**src/rtl/round_pipe_pkg.sv**
```systemverilog
// Rounding-mode definitions and the shared round-up decision for the FP datapath.
// Reused by fp_add as well as round_pipe.
package round_defs;

    typedef logic [2:0] round_mode_t;

    localparam round_mode_t IEEE_NEAR = 3'd0;
    localparam round_mode_t IEEE_ZERO = 3'd1;
    localparam round_mode_t IEEE_PINF = 3'd2;
    localparam round_mode_t IEEE_NINF = 3'd3;
    localparam round_mode_t NEAR_UP   = 3'd4;
    localparam round_mode_t AWAY_ZERO = 3'd5;

    // Round-up decision. Unassigned codes fall back to round-to-nearest-even.
    function automatic logic round_inc(
        input round_mode_t mode,
        input logic        sign,
        input logic        guard,
        input logic        sticky,
        input logic        lsb
    );
        logic inc_s;
        inc_s = 1'b0;
        case (mode)
            IEEE_NEAR: inc_s = guard & (sticky | lsb);
            IEEE_ZERO: inc_s = 1'b0;
            IEEE_PINF: inc_s = ~sign & (guard | sticky);
            IEEE_NINF: inc_s = sign & (guard | sticky);
            NEAR_UP:   inc_s = guard;
            AWAY_ZERO: inc_s = guard | sticky;
            default:   inc_s = guard & (sticky | lsb);
        endcase
        return inc_s;
    endfunction

endpackage

```
**src/rtl/round_stage_reg.sv**
```systemverilog
// Generic valid/ready pipeline register: accepts when empty or when the next stage
// drains it this cycle, so a full pipe still moves one item per clock.
module round_stage_reg #(
    parameter int W = 8
) (
    input  logic         clk,
    input  logic         rst,
    input  logic         up_valid,
    output logic         up_ready,
    input  logic [W-1:0] up_data,
    output logic         down_valid,
    input  logic         down_ready,
    output logic [W-1:0] down_data
);

    logic         valid_r;
    logic [W-1:0] data_r;

    assign up_ready   = ~valid_r | down_ready;
    assign down_valid = valid_r;
    assign down_data  = data_r;

    // Stage occupancy and payload; payload only changes on an accepted transfer.
    always_ff @(posedge clk or posedge rst) begin
        if (rst) begin
            valid_r <= 1'b0;
            data_r  <= {W{1'b0}};
        end else if (up_ready) begin
            valid_r <= up_valid;
            if (up_valid) begin
                data_r <= up_data;
            end
        end
    end

endmodule

```
**src/rtl/round_pipe.sv**
```systemverilog
// Two-stage rounding unit: S1 decides the increment, S2 adds, renormalises and bumps
// the exponent. Define ROUND_STATS_EN to add saturating output-side statistics counters.
module round_pipe
    import round_defs::*;
#(
    parameter int MANT_W = 24,
    parameter int EXP_W  = 10,
    parameter int TAG_W  = 4
) (
    input  logic              clk,
    input  logic              rst,
    input  logic              in_valid,
    output logic              in_ready,
    input  logic [MANT_W-1:0] mant_in,
    input  logic [EXP_W-1:0]  exp_in,
    input  logic              guard,
    input  logic              sticky,
    input  logic              sign,
    input  logic [2:0]        round,
    input  logic [TAG_W-1:0]  tag_in,
    output logic              out_valid,
    input  logic              out_ready,
    output logic [MANT_W-1:0] mant_out,
    output logic [EXP_W-1:0]  exp_out,
    output logic              inexact,
    output logic              exp_ovf,
    output logic [TAG_W-1:0]  tag_out
`ifdef ROUND_STATS_EN
    ,
    output logic [31:0]       stat_ops,
    output logic [31:0]       stat_inexact,
    output logic [31:0]       stat_carry
`endif
);

    localparam int S1_W = MANT_W + EXP_W + TAG_W + 2;
`ifdef ROUND_STATS_EN
    localparam int S2_W = MANT_W + EXP_W + TAG_W + 3;
`else
    localparam int S2_W = MANT_W + EXP_W + TAG_W + 2;
`endif

    logic              inc_s;
    logic [S1_W-1:0]   s1_d_s;
    logic [S1_W-1:0]   s1_q_s;
    logic              s1_valid_s;
    logic              s2_ready_s;
    logic [MANT_W-1:0] s1_mant_s;
    logic [EXP_W-1:0]  s1_exp_s;
    logic [TAG_W-1:0]  s1_tag_s;
    logic              s1_inc_s;
    logic              s1_inexact_s;
    logic [MANT_W:0]   sum_s;
    logic              carry_s;
    logic [MANT_W-1:0] mant_rnd_s;
    logic [EXP_W-1:0]  exp_rnd_s;
    logic              ovf_s;
    logic [S2_W-1:0]   s2_d_s;
    logic [S2_W-1:0]   s2_q_s;

    assign inc_s  = round_inc(round_mode_t'(round), sign, guard, sticky, mant_in[0]);
    assign s1_d_s = {mant_in, exp_in, tag_in, inc_s, guard | sticky};

    round_stage_reg #(.W(S1_W)) u_s1 (
        .clk        (clk),
        .rst        (rst),
        .up_valid   (in_valid),
        .up_ready   (in_ready),
        .up_data    (s1_d_s),
        .down_valid (s1_valid_s),
        .down_ready (s2_ready_s),
        .down_data  (s1_q_s)
    );

    assign {s1_mant_s, s1_exp_s, s1_tag_s, s1_inc_s, s1_inexact_s} = s1_q_s;

    // Increment and renormalise: a carry out leaves 1000..0 and bumps the exponent.
    always_comb begin
        sum_s      = {1'b0, s1_mant_s} + {{MANT_W{1'b0}}, s1_inc_s};
        carry_s    = sum_s[MANT_W];
        mant_rnd_s = sum_s[MANT_W-1:0];
        exp_rnd_s  = s1_exp_s;
        if (carry_s) begin
            mant_rnd_s = sum_s[MANT_W:1];
            exp_rnd_s  = s1_exp_s + {{(EXP_W-1){1'b0}}, 1'b1};
        end else begin
            mant_rnd_s = sum_s[MANT_W-1:0];
            exp_rnd_s  = s1_exp_s;
        end
    end

    assign ovf_s = carry_s & (&s1_exp_s);

`ifdef ROUND_STATS_EN
    logic s2_carry_s;
    assign s2_d_s = {mant_rnd_s, exp_rnd_s, s1_tag_s, s1_inexact_s, ovf_s, carry_s};
`else
    assign s2_d_s = {mant_rnd_s, exp_rnd_s, s1_tag_s, s1_inexact_s, ovf_s};
`endif

    round_stage_reg #(.W(S2_W)) u_s2 (
        .clk        (clk),
        .rst        (rst),
        .up_valid   (s1_valid_s),
        .up_ready   (s2_ready_s),
        .up_data    (s2_d_s),
        .down_valid (out_valid),
        .down_ready (out_ready),
        .down_data  (s2_q_s)
    );

`ifdef ROUND_STATS_EN
    assign {mant_out, exp_out, tag_out, inexact, exp_ovf, s2_carry_s} = s2_q_s;

    logic        out_hs_s;
    logic [31:0] ops_r;
    logic [31:0] inexact_r;
    logic [31:0] carry_r;

    assign out_hs_s     = out_valid & out_ready;
    assign stat_ops     = ops_r;
    assign stat_inexact = inexact_r;
    assign stat_carry   = carry_r;

    // Saturating counters sampled on each output handshake.
    always_ff @(posedge clk or posedge rst) begin
        if (rst) begin
            ops_r     <= 32'd0;
            inexact_r <= 32'd0;
            carry_r   <= 32'd0;
        end else if (out_hs_s) begin
            if (ops_r != 32'hFFFF_FFFF) begin
                ops_r <= ops_r + 32'd1;
            end
            if (inexact && (inexact_r != 32'hFFFF_FFFF)) begin
                inexact_r <= inexact_r + 32'd1;
            end
            if (s2_carry_s && (carry_r != 32'hFFFF_FFFF)) begin
                carry_r <= carry_r + 32'd1;
            end
        end
    end
`else
    assign {mant_out, exp_out, tag_out, inexact, exp_ovf} = s2_q_s;
`endif

endmodule

```
**config.mk**
```make
export PLATFORM = sky130hd
export DESIGN_NAME = round_pipe
export DESIGN_NICKNAME = d
export VERILOG_FILES = /design/src/rtl/round_pipe_pkg.sv /design/src/rtl/round_stage_reg.sv /design/src/rtl/round_pipe.sv
export SDC_FILE = /design/constraint.sdc
export NUM_CORES = 1
export LEC_CHECK = 0
export BUFFER_PORTS_ARGS = -buffer_cell sky130_fd_sc_hd__buf_2
export CORE_UTILIZATION = 50
export DETAILED_ROUTE_END_ITERATION = 8
export PLACE_DENSITY = 0.77
export SLEW_MARGIN = 10
export SYNTH_ARGS = -nofsm -noshare
export SYNTH_HDL_FRONTEND = slang
export SYNTH_HIERARCHICAL = 1
export SYNTH_SLANG_ARGS = --single-unit
export TNS_END_PERCENT = 1
```
**constraint.sdc**
```tcl
create_clock -name clk -period 2 [get_ports clk]
set_input_delay 0 -clock clk [delete_from_list [all_inputs] [get_ports clk]]
set_output_delay 0 -clock clk [all_outputs]
set_load 0.01 [all_outputs]
```
### Word-level counts from Yosys, hierarchy flattened

Cells that the tools add are included.
W data, S select, Z words.

| storage, ports and cells | value |
|---|---|
| input bits | 48 |
| RAM bits | 0 |
| ROM bits | 0 |
| bits in registers | 82 |
| memories kept | 0 |
| bits in latches | 0 |
| output and inout port bits | 42 |
| word-level logic and storage cells | 28 |

| operators by class | value |
|---|---|
| bitwise operators | 11 |
| reductions and logical operators | 3 |
| order comparisons | 0 |
| mux-type cells | 3 |
| shifts and indexed selects | 0 |
| $mul | 0 |
| equality and inequality tests | 5 |
| add/sub/neg operators | 2 |
| div/mod/pow operators | 0 |

Operator list:

| operator | number |
|---|---|
| $add A24 B1 Y25 | 1 |
| $mux W24 | 1 |
| $add A10 B1 Y10 const B | 1 |
| $mux W10 | 1 |
| $reduce_and A10 Y1 | 1 |
| $eq A3 B2 Y1 const B | 2 |
| $eq A3 B3 Y1 const B | 2 |
| $pmux W1 S5 | 1 |
| $and A1 B1 Y1 | 4 |
| $or A1 B1 Y1 | 4 |
| $reduce_and A2 Y1 | 2 |
| $eq A3 B1 Y1 const B | 1 |
| $not A1 Y1 | 3 |

### Logic depth before layout (Yosys ltp)

Gate-level depths: netlist of the first run.

| logic depth | value |
|---|---|
| word-level depth | 4 |
| gate-level depth with buffers | 8 |
| mapped depth without buffers | 7 |

### By module

The synthesis of the first run kept the hierarchy.

Modules (own cells, without submodules):

| module | area an instance (µm²) | times used | sequential area each (µm²) | cells an instance |
|---|---|---|---|---|
| round_stage_reg | 1706.6 | 2 | 1026.0 | 89 |
| round_pipe | 914.6 | 1 | 0.0 | 144 |

### Worst setup path before layout of the first run

No wires, ideal clock.

| timing path | value |
|---|---|
| path kind | register -> register |
| start | register u_s1.data_r[1] (netlist: u_s1/down_data[1]) |
| end | register u_s2.data_r[39] (netlist: u_s2/down_data[39]) |
| buffers on the path | 1 |
| slack | -0.193 ns |
| library setup time | 0.125 ns |
| data required time | 1.875 ns |
| arrival | 2.068 ns |
| cell stages (with the launch flop) | 9 |
| clock period less this slack | 2.193 ns |
| cells stage by stage | dfrtp_1 > ha_1 > ha_1 > and4_1 > nand3_1 > clkbuf_1 > o21ai_0 > mux2_2 > mux2_4 |

| between the ends | value |
|---|---|
| longest elaborated chain between the ends | 2 |

Ends and longest elaborated chain:

| what | line | RTL |
|---|---|---|
| start, declared | round_stage_reg.sv:17 | `logic [W-1:0] data_r;` |
| start signal, assigned | round_stage_reg.sv:27 | `data_r <= {W{1'b0}};` |
| start signal, assigned | round_stage_reg.sv:31 | `data_r <= up_data;` |
| $add A24 B1 Y25 | round_pipe.sv:79 | `sum_s = {1'b0, s1_mant_s} + {{MANT_W{1'b0}}, s1_inc_s};` |
| $mux W24 | round_pipe.sv:83 | `if (carry_s) begin` |
| via mant_rnd_s[23] | round_pipe.sv:55 | `logic [MANT_W-1:0] mant_rnd_s;` |
| end signal, assigned | round_stage_reg.sv:27 |  |
| end signal, assigned | round_stage_reg.sv:31 |  |
| end, declared | round_stage_reg.sv:17 |  |

The timed path passes the listed nets, and every way through them passes these cells.
A chain may end at the register's enable or synchronous reset.

### Worst setup path after layout of the first run

| timing path | value |
|---|---|
| start | register u_s1.data_r[1] (netlist: u_s1/down_data[1]) |
| end | register u_s2.data_r[29] (netlist: u_s2/down_data[29]) |

Same word-level chain as after synthesis.

==> metrics, run 1 <==
vias in the first global route 3476; final count of negative-setup-slack endpoints 18; Die Ht 95.0 µm; pre-CTS setup slack -177 ps; Vias 3256; CTS sink count 82; Pleak 2.85 nW; CTS Buffer Depth 2; drt pass-1 iters 4; CP max-delay cell or4_4; area delta synth->final 35.9%; fin area around 0.0059 mm²; failing checks setup timing; Setup WS post-layout -134 ps; clock skew about 8.0 ps; port bufs 89; HPWL after detailed placement approximately 6900 µm; Synth Register Bits approximately 80; number of max-cap violations 0; wire length per cell between 15 and 20 µm; DRT Wirelength 10800 µm; Max Transition Viols Final 0; Peak supply drop ~520 µV; DRT iter0 DRCs approximately 160; CTS Buf Count 9; overall global routing resource usage 0.252; dpl cell area 0.00513 mm²; CP arrival 2440 ps; Mapped Area approximately 0.0043 mm²; row count 33; final net count 541; EDFF count, synth 0; PwrDens 883 mW/mm²; CTS clock-pin slew for the worst setup and hold paths 90 ps; Achievable Freq 0.469 GHz; Primary FF master, synth dfrtp_1; outcome finished, violations left; register area share after synthesis 0.474; Crit path depth 7; minimum clock period 2130 ps; most frequent cells in the layout buf_2 (89), dfrtp_1 (82), mux2_4 (81); worst r2r path cells 7; full die area 0.00903 mm²; Antenna Nets Post-Route 0; Setup TNS -1200 ps; Final Hold Fails 0; Synth area leaders dfrtp_1 (47%), mux2_4 (28%), xor2_1 (2.6%), buf_6 (2.3%), xnor2_1 (1.8%); final hold slack around 55 ps; Top delay family on crit path simple AND/OR/NAND/NOR gates; Pwr Total 0.00519 W; DRC viols 0; fill count around 550; first-pass GRT wire length 16900 µm; WHS Path Cells 3; fraction of layout cells with a size suffix above 1 0.509; Clock Latency Late Sink 360 ps; largest net degree at the start of global routing between 40 and 50; ys async rst share 1.00; Final GP Congestion roughly 0.87; gr ovfl total 0; CP Max Fanout 8; I/O pins 90; Startpoint Class register; hold crit path type primary input to register; CP peak stage delay 570 ps; die width 95.0 µm; max_slew headroom 0.407; Mapped Avg Cell Area 13.4 µm²; initial antenna violation count 0; final period utilization 1.07; Yosys warning total 6; Crit Path Class register to register; CP required 2310 ps; ANT cells 0; Vias/cell 5.43; share of the synthesized area in the top cell type 0.474; htree depth 3; clk root buf clkbuf_8; Synth cell types 40; RSZ-0062 raised after global routing true; CP bufs+invs 1; CP endpoint kind register; Syn Nets about 370; Cells after Synth 322; core area 0.00830 mm²; commonest non-fill, non-tap cell in the layout buf_2; critical-path cell list ha_2, nand4_1, or4_4, buf_4, or3_1, a21oi_2, mux2_4; Initial Utilization 0.521; TritonCTS clock tree yes; worst slew pin tran 888 ps; Synth area leader dfrtp_1
## through the flow
| stage | cells | utilization |
|---|---|---|
| floorplan | 322 | - |
| finish | 600 | 0.709 |
| CTS | 600 | 0.700 |
| global route | 600 | 0.709 |
| global placement | 542 | 0.619 |
| detailed placement | 542 | 0.619 |
## report_power, final
part / internal (W) / total [W] / switching (W)
Sequential: 0.00200 / 0.00225 / 0.000250
Combinational: 0.000944 / 0.00160 / 0.000657
Clock: 0.000734 / 0.00134 / 0.000611
## logic make-up (layout without fill, tap and decap cells)
group | count (synthesis) | after routing | share of synthesized area
AND/OR/NAND/NOR | 93 | 93 | 0.124
multiplexers | 84 | 84 | 0.288
flip-flops | 82 | 82 | 0.474
XOR/XNOR | 22 | 22 | 0.0445
AO/OA/AOI/OAI | 19 | 19 | 0.0286
buffers and inverters | 19 | 192 | 0.0324
adder cells (fa/ha/maj) | 3 | 3 | 0.00867
## final timing paths
| path | from | endpoint | slack (ps) |
|---|---|---|---|
| max | u_s1/down_data[1] | u_s2/down_data[29] | -130 |
| min | sticky | u_s1/down_data[0] | 50 |
| max reg2reg | u_s1/down_data[1] | u_s2/down_data[29] | -130 |
| min reg2reg | u_s2/down_data[30] | u_s2/down_data[30] | 510 |
| max in group asynchronous | rst | u_s2/down_data[20] | 1050 |
| min in group asynchronous | rst | u_s1/down_data[39] | 190 |
## registers in the layout (all words and copies together) (netlist names)
register,cells
u_s2/down_valid,1
u_s1/down_data,40
u_s1/down_valid,1
u_s2/down_data,40
## routing by layer
metal	up-vias	GRT usage	wire length [µm]
li1	1494	-	-
met1	1642	0.312	4580
met2	102	0.436	5520
met3	18	0.0439	465
met4	0	0.0997	183
met5	-	0	0
## cells in the mapped netlist, types with 3 or more instances
cell / count
dfrtp_1: 82
mux2_4: 80
nand2_1: 18
nand3_1: 13
xor2_1: 13
nor2_1: 11
nor3_1: 11
buf_6: 9
nand4_1: 9
xnor2_1: 9
and4_1: 7
o21ai_0: 7
inv_1: 6
or3_1: 5
a21oi_1: 4
nor4_1: 4
ha_1: 3
mux2_2: 3
nand2b_1: 3
## layout make-up
cell class              instances  area, µm²  share of cell area
flip-flops and latches         82       2050               0.349
inverters                       6       22.5             0.00383
clock buffers                  11        141              0.0240
multi-input cells             221       2240               0.381
well taps                     105        131              0.0223
clock inverters                 5       77.6              0.0132
repair buffers                170       1220               0.207
## worst register-to-register path, stage by stage, from the launching register on
cell     delay, ps
dfrtp_1        370
ha_2           200
nand4_1        100
or4_4          570
buf_4          190
or3_1          330
a21oi_2        170
mux2_4         160
## timing repair
action / in CTS / in global routing
endpoints found under the hold margin: 97 / 0
pin swaps: 0 / 4
hold buffers: 42 / 0
endpoints found under the setup margin: 32 / 35
buffers inserted: 0 / 0
gates resized for setup: 10 / 13
(Power assumes the default switching activity.)
==> run 2, diff against run 1 <==
--- a/config.mk
+++ b/config.mk
@@ -5,10 +5,12 @@
 export SDC_FILE = /design/constraint.sdc
 export NUM_CORES = 1
 export LEC_CHECK = 0
+export ABC_AREA = 1
 export BUFFER_PORTS_ARGS = -buffer_cell sky130_fd_sc_hd__buf_2
 export CORE_UTILIZATION = 50
+export CTS_CLUSTER_SIZE = 25
 export DETAILED_ROUTE_END_ITERATION = 8
-export PLACE_DENSITY = 0.77
+export PLACE_DENSITY = 0.76
 export SLEW_MARGIN = 10
 export SYNTH_ARGS = -nofsm -noshare
 export SYNTH_HDL_FRONTEND = slang
==> metrics, run 2 <==
fraction of layout cells with a size suffix above 1 0.204 (was 0.509); full die area 0.00945 mm² (was 0.00903 mm²); largest net degree at the start of global routing 43 (was 42); Sw Ratio 0.344 (was 0.292); count leader, synth nand2_1 (was dfrtp_1); Setup Buffers After CTS 0 (unchanged); gr ovfl total 0 (unchanged); worst r2r path cells 11 (was 7); final net count 757 (was 541); Synth Register Bits 82 (unchanged); HPWL after detailed placement 7420 µm (was 6880 µm); CTS clock-pin slew for the worst setup and hold paths 80 ps (was 90 ps); CTS sink count 82 (unchanged); Clock Latency Late Sink 360 ps (about the same); Die Ht 97.2 µm (was 95.0 µm); Antenna Nets Post-Route 0 (unchanged); Final GP Congestion 0.881 (was 0.866); Primary FF master, synth dfrtp_1 (unchanged); commonest non-fill, non-tap cell in the layout nand2_1 (was buf_2); register area share after synthesis 0.453 (was 0.474); Vias 4136 (was 3256); Vias/cell 5.05 (was 5.43); clk root buf clkbuf_8 (unchanged); worst slew pin tran 514 ps (was 888 ps); RSZ-0062 raised after global routing false (was true); Synth area leaders dfrtp_1 (45%), nand2_1 (20%), nand3_1 (11%), buf_4 (3.0%), nor2_1 (2.7%) (was dfrtp_1 (47%), mux2_4 (28%), xor2_1 (2.6%), buf_6 (2.3%), xnor2_1 (1.8%)); final period utilization 0.927 (was 1.07); TritonCTS clock tree yes (unchanged); Worst setup startpoint u_s1/down_data[1] (unchanged); share of the synthesized area in the top cell type 0.453 (was 0.474); Synth area leader dfrtp_1 (unchanged); Peak supply drop 363 µV (was 521 µV); DRT Wirelength 10800 µm (about the same); Startpoint Class register (unchanged); port bufs 89 (unchanged); Max Transition Viols Final 0 (unchanged); Hold Path Origin guard (was sticky); most used routing layer met2 (unchanged); vias in the first global route 3837 (was 3476); register-to-register setup slack 150 ps (was -130 ps); Clock power frac 0.252 (was 0.259); final non-filler cell total 819 (was 600); DRT iter0 DRCs 217 (was 161); Cells after Synth 587 (was 322); core area 0.00876 mm² (was 0.00830 mm²); first-pass GRT wire length 18100 µm (was 16900 µm); final hold slack 27.1 ps (was 54.5 ps); hold crit path type primary input to register (unchanged); row count 34 (was 33); htree depth 3 (unchanged); I/O pins 90 (unchanged); Pleak 2.97 nW (was 2.85 nW); Final Hold Fails 0 (unchanged); EDFF count, synth 0 (unchanged); drt pass-1 iters 4 (unchanged); max_slew headroom 0.657 (was 0.407); Synth cell types 27 (was 40); Endpoint, Worst Hold u_s1/down_data[0] (unchanged); Setup TNS 0 ps (was -1200 ps); CTS Buffer Depth 2 (unchanged); placed cell count 763 (was 542); CP endpoint kind register (unchanged); CP Max Fanout 6 (was 8); Initial Utilization 0.517 (was 0.521); wire length per cell 13.1 µm (was 17.9 µm); minimum clock period 1850 ps (was 2130 ps); Pint 0.00323 W (was 0.00368 W); Logic pwr share 0.279 (was 0.308); Yosys warning total 6 (unchanged); overall global routing resource usage 0.237 (was 0.252); WHS Path Cells 4 (was 3); met2 usage 0.353 (was 0.436); Syn Nets 638 (was 373); initial antenna violation count 0 (unchanged); GR Layer Usage met1 0.353 (was 0.312); r2r startpoint u_s1/down_data[1] (unchanged); area delta synth->final 22.1% (was 35.9%); RR Endpoint u_s2/down_data[29] (unchanged); Achievable Freq 0.539 GHz (was 0.469 GHz); CP arrival 2110 ps (was 2440 ps); CP required 2250 ps (was 2310 ps); final count of negative-setup-slack endpoints 0 (was 18); outcome complete, no violations (was finished, violations left); number of max-cap violations 0 (unchanged); synth cell count leaders nand2_1 (239), nand3_1 (103), dfrtp_1 (82), nor2_1 (32), inv_1 (26) (was dfrtp_1 (82), mux2_4 (80), nand2_1 (18), nand3_1 (13), xor2_1 (13)); most frequent cells in the layout nand2_1 (239), nand3_1 (102), buf_2 (89) (was buf_2 (89), dfrtp_1 (82), mux2_4 (81)); clock skew 9.01 ps (was 7.96 ps); post-route core utilization 0.631 (was 0.709); Crit Path Class register to register (unchanged); GR Util met3 0.0288 (was 0.0439); Mapped Avg Cell Area 7.72 µm² (was 13.4 µm²); CTS Buf Count 9 (unchanged); ANT cells 0 (unchanged); die width 97.2 µm (was 95.0 µm); PwrDens 889 mW/mm² (was 883 mW/mm²); Net Switching 0.00169 W (was 0.00152 W); Reg power frac 0.469 (was 0.433); DRC viols 0 (unchanged); Mapped Area 0.00453 mm² (was 0.00433 mm²); ys async rst share 1.00 (unchanged)
==> run 2: cell types whose count changed in the layout (fill, tap and decap cells not counted), sizes merged, moves of 8 or more <==
cell,delta
nand2,+231
nand3,+89
mux2,-83
buf,-31
nor2,+31
inv,+24
nand4,-8
==> run 2: worst max path at each step <==
stage / to
after detailed placement: u_s2/down_data[38]
after global routing: u_s2/down_data[25]
final: u_s2/down_data[29]
after CTS: u_s2/down_data[38]
after floorplan: u_s2/down_data[25]
after global placement: u_s2/down_data[36]
==> run 2: power by group through the flow <==
stage               Sequential, W  Clock [W]  Combinational (W)
floorplan                 0.00240          0           0.000803
global placement          0.00232          0            0.00128
detailed placement        0.00234          0            0.00131
CTS                       0.00231    0.00126            0.00137
global route              0.00236    0.00131            0.00154
finish                    0.00231    0.00124            0.00137
==> run 2: critical path, cell delays in order (launching register included) <==
cell and delay, ps:
dfrtp_1 370, ha_1 190, ha_1 170, nand2_1 110
nor2_4 150, nand3_1 160, nor2_2 170, nand2_1 110
inv_2 120, nor2_1 60, nand3_1 90, nand2_1 50
==> run 2: timing repair <==
| item | 4_1_cts | 5_1_grt |
|---|---|---|
| hold buffers | 40 | 0 |
| endpoints found under the hold margin | 121 | 0 |
| gates resized for setup | 0 | 4 |
| setup endpoints to repair | 0 | 24 |
==> run 2: per-layer routing <==
| layer | routed length (µm) | part of all wire | up-vias |
|---|---|---|---|
| met4 | 195 | 0.018 | 0 |
| met3 | 488 | 0.045 | 15 |
| met5 | 0 | 0 | - |
| met2 | 4770 | 0.44 | 125 |
| met1 | 5300 | 0.49 | 1895 |
| li1 | - | - | 2101 |
==> run 2: final cells by class <==
class | instances | area, µm²
clock buffer | 12 | 155
clock inverter | 4 | 50.0
fill | 771 | 3230
inverter | 29 | 114
multi-input combinational | 447 | 2120
sequential | 82 | 2050
tap | 108 | 135
timing repair buffer | 137 | 906
==> run 2: cell families (layout without fill, tap and decap cells) <==
kind of cell | after synthesis | count (layout) | share of synthesized area
AND/OR/NAND/NOR | 414 | 414 | 0.407
AO/OA/AOI/OAI | 13 | 13 | 0.0177
XOR/XNOR | 17 | 17 | 0.0329
buffers and inverters | 58 | 182 | 0.0814
adder cells (fa/ha/maj) | 3 | 3 | 0.00828
flip-flops | 82 | 82 | 0.453
==> run 2: per-stage QoR <==
stage	cell area (µm²)	worst slack [ps]	total power, W
after floorplan	4530	363	0.00320
after global placement	4910	158	0.00360
after detailed placement	4910	65.6	0.00365
after CTS	5520	41.5	0.00494
after global routing	5530	6.43	0.00522
final	5530	146	0.00492
==> run 3, diff against run 2 <==
--- a/config.mk
+++ b/config.mk
@@ -11,6 +11,7 @@
 export CTS_CLUSTER_SIZE = 25
 export DETAILED_ROUTE_END_ITERATION = 8
 export PLACE_DENSITY = 0.76
+export REMOVE_ABC_BUFFERS = 1
 export SLEW_MARGIN = 10
 export SYNTH_ARGS = -nofsm -noshare
 export SYNTH_HDL_FRONTEND = slang
==> metrics, run 3 (same netlist as run 2, synthesis figures left out) <==
CP endpoint kind register (unchanged); DRT Wirelength 10700 µm (was 10800 µm); final period utilization 0.926 (was 0.927); Startpoint Class register (unchanged); overall global routing resource usage 0.234 (was 0.237); CTS clock-pin slew for the worst setup and hold paths 80 ps (about the same); largest net degree at the start of global routing 43 (unchanged); placed cell count 762 (was 763); I/O pins 90 (unchanged); post-route core utilization 0.631 (about the same); final non-filler cell total 818 (was 819); fill count 803 (was 771); Setup TNS 0 ps (unchanged); wire length per cell 13.0 µm (was 13.1 µm); fraction of layout cells with a size suffix above 1 0.204 (about the same); htree depth 3 (unchanged); RR Endpoint u_s2/down_data[21] (was u_s2/down_data[29]); ANT cells 0 (unchanged); max_slew headroom 0.619 (was 0.657); Vias/cell 5.06 (was 5.05); die width 97.2 µm (unchanged); CTS Buf Count 9 (unchanged); area delta synth->final 22.1% (about the same); HPWL after detailed placement 7370 µm (was 7420 µm); Pwr Total 0.00490 W (was 0.00492 W); r2r startpoint u_s1/down_data[1] (unchanged); number of max-cap violations 0 (unchanged); most frequent cells in the layout nand2_1 (239), nand3_1 (102), buf_2 (89) (unchanged); gr ovfl total 0 (unchanged); initial antenna violation count 0 (unchanged); DRC viols 0 (unchanged); Max Transition Viols Final 0 (unchanged); Hold Path Origin guard (unchanged); dpl cell area 0.00492 mm² (was 0.00491 mm²); DRT iter0 DRCs 211 (was 217); register-to-register setup slack 150 ps (about the same); full die area 0.00945 mm² (unchanged); Pleak 2.98 nW (was 2.97 nW); PwrDens 885 mW/mm² (was 889 mW/mm²); final net count 756 (was 757); worst r2r path cells 11 (unchanged); port bufs 89 (unchanged); row count 34 (unchanged); final count of negative-setup-slack endpoints 0 (unchanged); Die Ht 97.2 µm (unchanged); Endpoint, Worst Hold u_s1/down_data[0] (unchanged); RSZ-0062 raised after global routing true (was false); commonest non-fill, non-tap cell in the layout nand2_1 (unchanged); worst slew pin tran 570 ps (was 514 ps); CP arrival 2140 ps (was 2110 ps); core area 0.00876 mm² (unchanged); clk root buf clkbuf_8 (unchanged); Antenna Nets Post-Route 0 (unchanged); WHS Path Cells 4 (unchanged); Peak supply drop 406 µV (was 363 µV); CP required 2290 ps (was 2250 ps); Final GP Congestion 0.871 (was 0.881); CP Max Fanout 15 (was 6); CTS sink count 82 (unchanged); minimum clock period 1850 ps (about the same); vias in the first global route 3916 (was 3837); Initial Utilization 0.517 (unchanged); Setup Buffers After CTS 0 (unchanged); TritonCTS clock tree yes (unchanged); Clock Latency Late Sink 350 ps (was 360 ps); CTS Buffer Depth 2 (unchanged); hold crit path type primary input to register (unchanged); Achievable Freq 0.540 GHz (was 0.539 GHz); first-pass GRT wire length 18100 µm (about the same); Final Hold Fails 0 (unchanged); Crit Path Class register to register (unchanged); drt pass-1 iters 5 (was 4); clock skew 10.0 ps (was 9.01 ps); Vias 4140 (was 4136); outcome complete, no violations (unchanged); fin area 0.00553 mm² (about the same)
run 3: how the worst max path moves through the flow:
stage	from	endpoint	slack [ps]	cells after the start
after floorplan	u_s1/down_valid	u_s1/down_valid	50	3
final	u_s1/down_data[1]	u_s2/down_data[21]	150	11
after CTS	u_s1/down_data[16]	u_s2/down_data[18]	30	10
after detailed placement	u_s1/down_data[16]	u_s2/down_data[18]	30	10
after global placement	u_s1/down_data[1]	u_s2/down_data[38]	160	10
after global routing	u_s1/down_data[1]	u_s2/down_data[19]	4	11
run 3: per-layer routing:
metal,up-vias,global-route usage,part of all wire
met5,-,0,0
met4,0,0.0953,0.015
met3,14,0.0266,0.045
met2,111,0.372,0.46
met1,1913,0.328,0.48
li1,2102,-,-
run 3: worst max-delay path, stage by stage (launching register included):
cell and delay [ps]:
dfrtp_1 390, ha_1 220, ha_1 200, nand2_1 130, nor2_4 60, nand2_2 100
inv_2 60, nand2_4 170, inv_4 90, nor2_1 180, nand3_1 110, nand2_1 90
run 3: per-stage QoR:
step | hold slack [ps] | setup slack [ps]
after global routing | 60.7 | 4.28
after floorplan | 144 | 47.4
after global placement | 75.6 | 162
after detailed placement | 92.0 | 34.2
after CTS | 22.8 | 31.4
final | 34.6 | 148
run 3: repair_timing:
item / in CTS / in global routing
hold buffers: 40 / 0
endpoints found under the setup margin: 0 / 29
hold endpoints to repair: 93 / 0
gates resized for setup: 0 / 3
run 3: final cells by class:
class / count / area, µm² / area share
Sequential cell: 82 / 2050 / 0.371
Tap cell: 108 / 135 / 0.0244
Multi-Input combinational cell: 447 / 2120 / 0.383
Clock buffer: 10 / 138 / 0.0249
Inverter: 29 / 111 / 0.0201
Clock inverter: 6 / 66.3 / 0.0120
Timing Repair Buffer: 136 / 911 / 0.165
run 3: power breakdown:
| group | internal [W] | switching (W) | leakage (nW) |
|---|---|---|---|
| clock network | 0.000613 | 0.000600 | 0.106 |
| registers | 0.00202 | 0.000293 | 1.02 |
| logic | 0.000564 | 0.000809 | 1.86 |
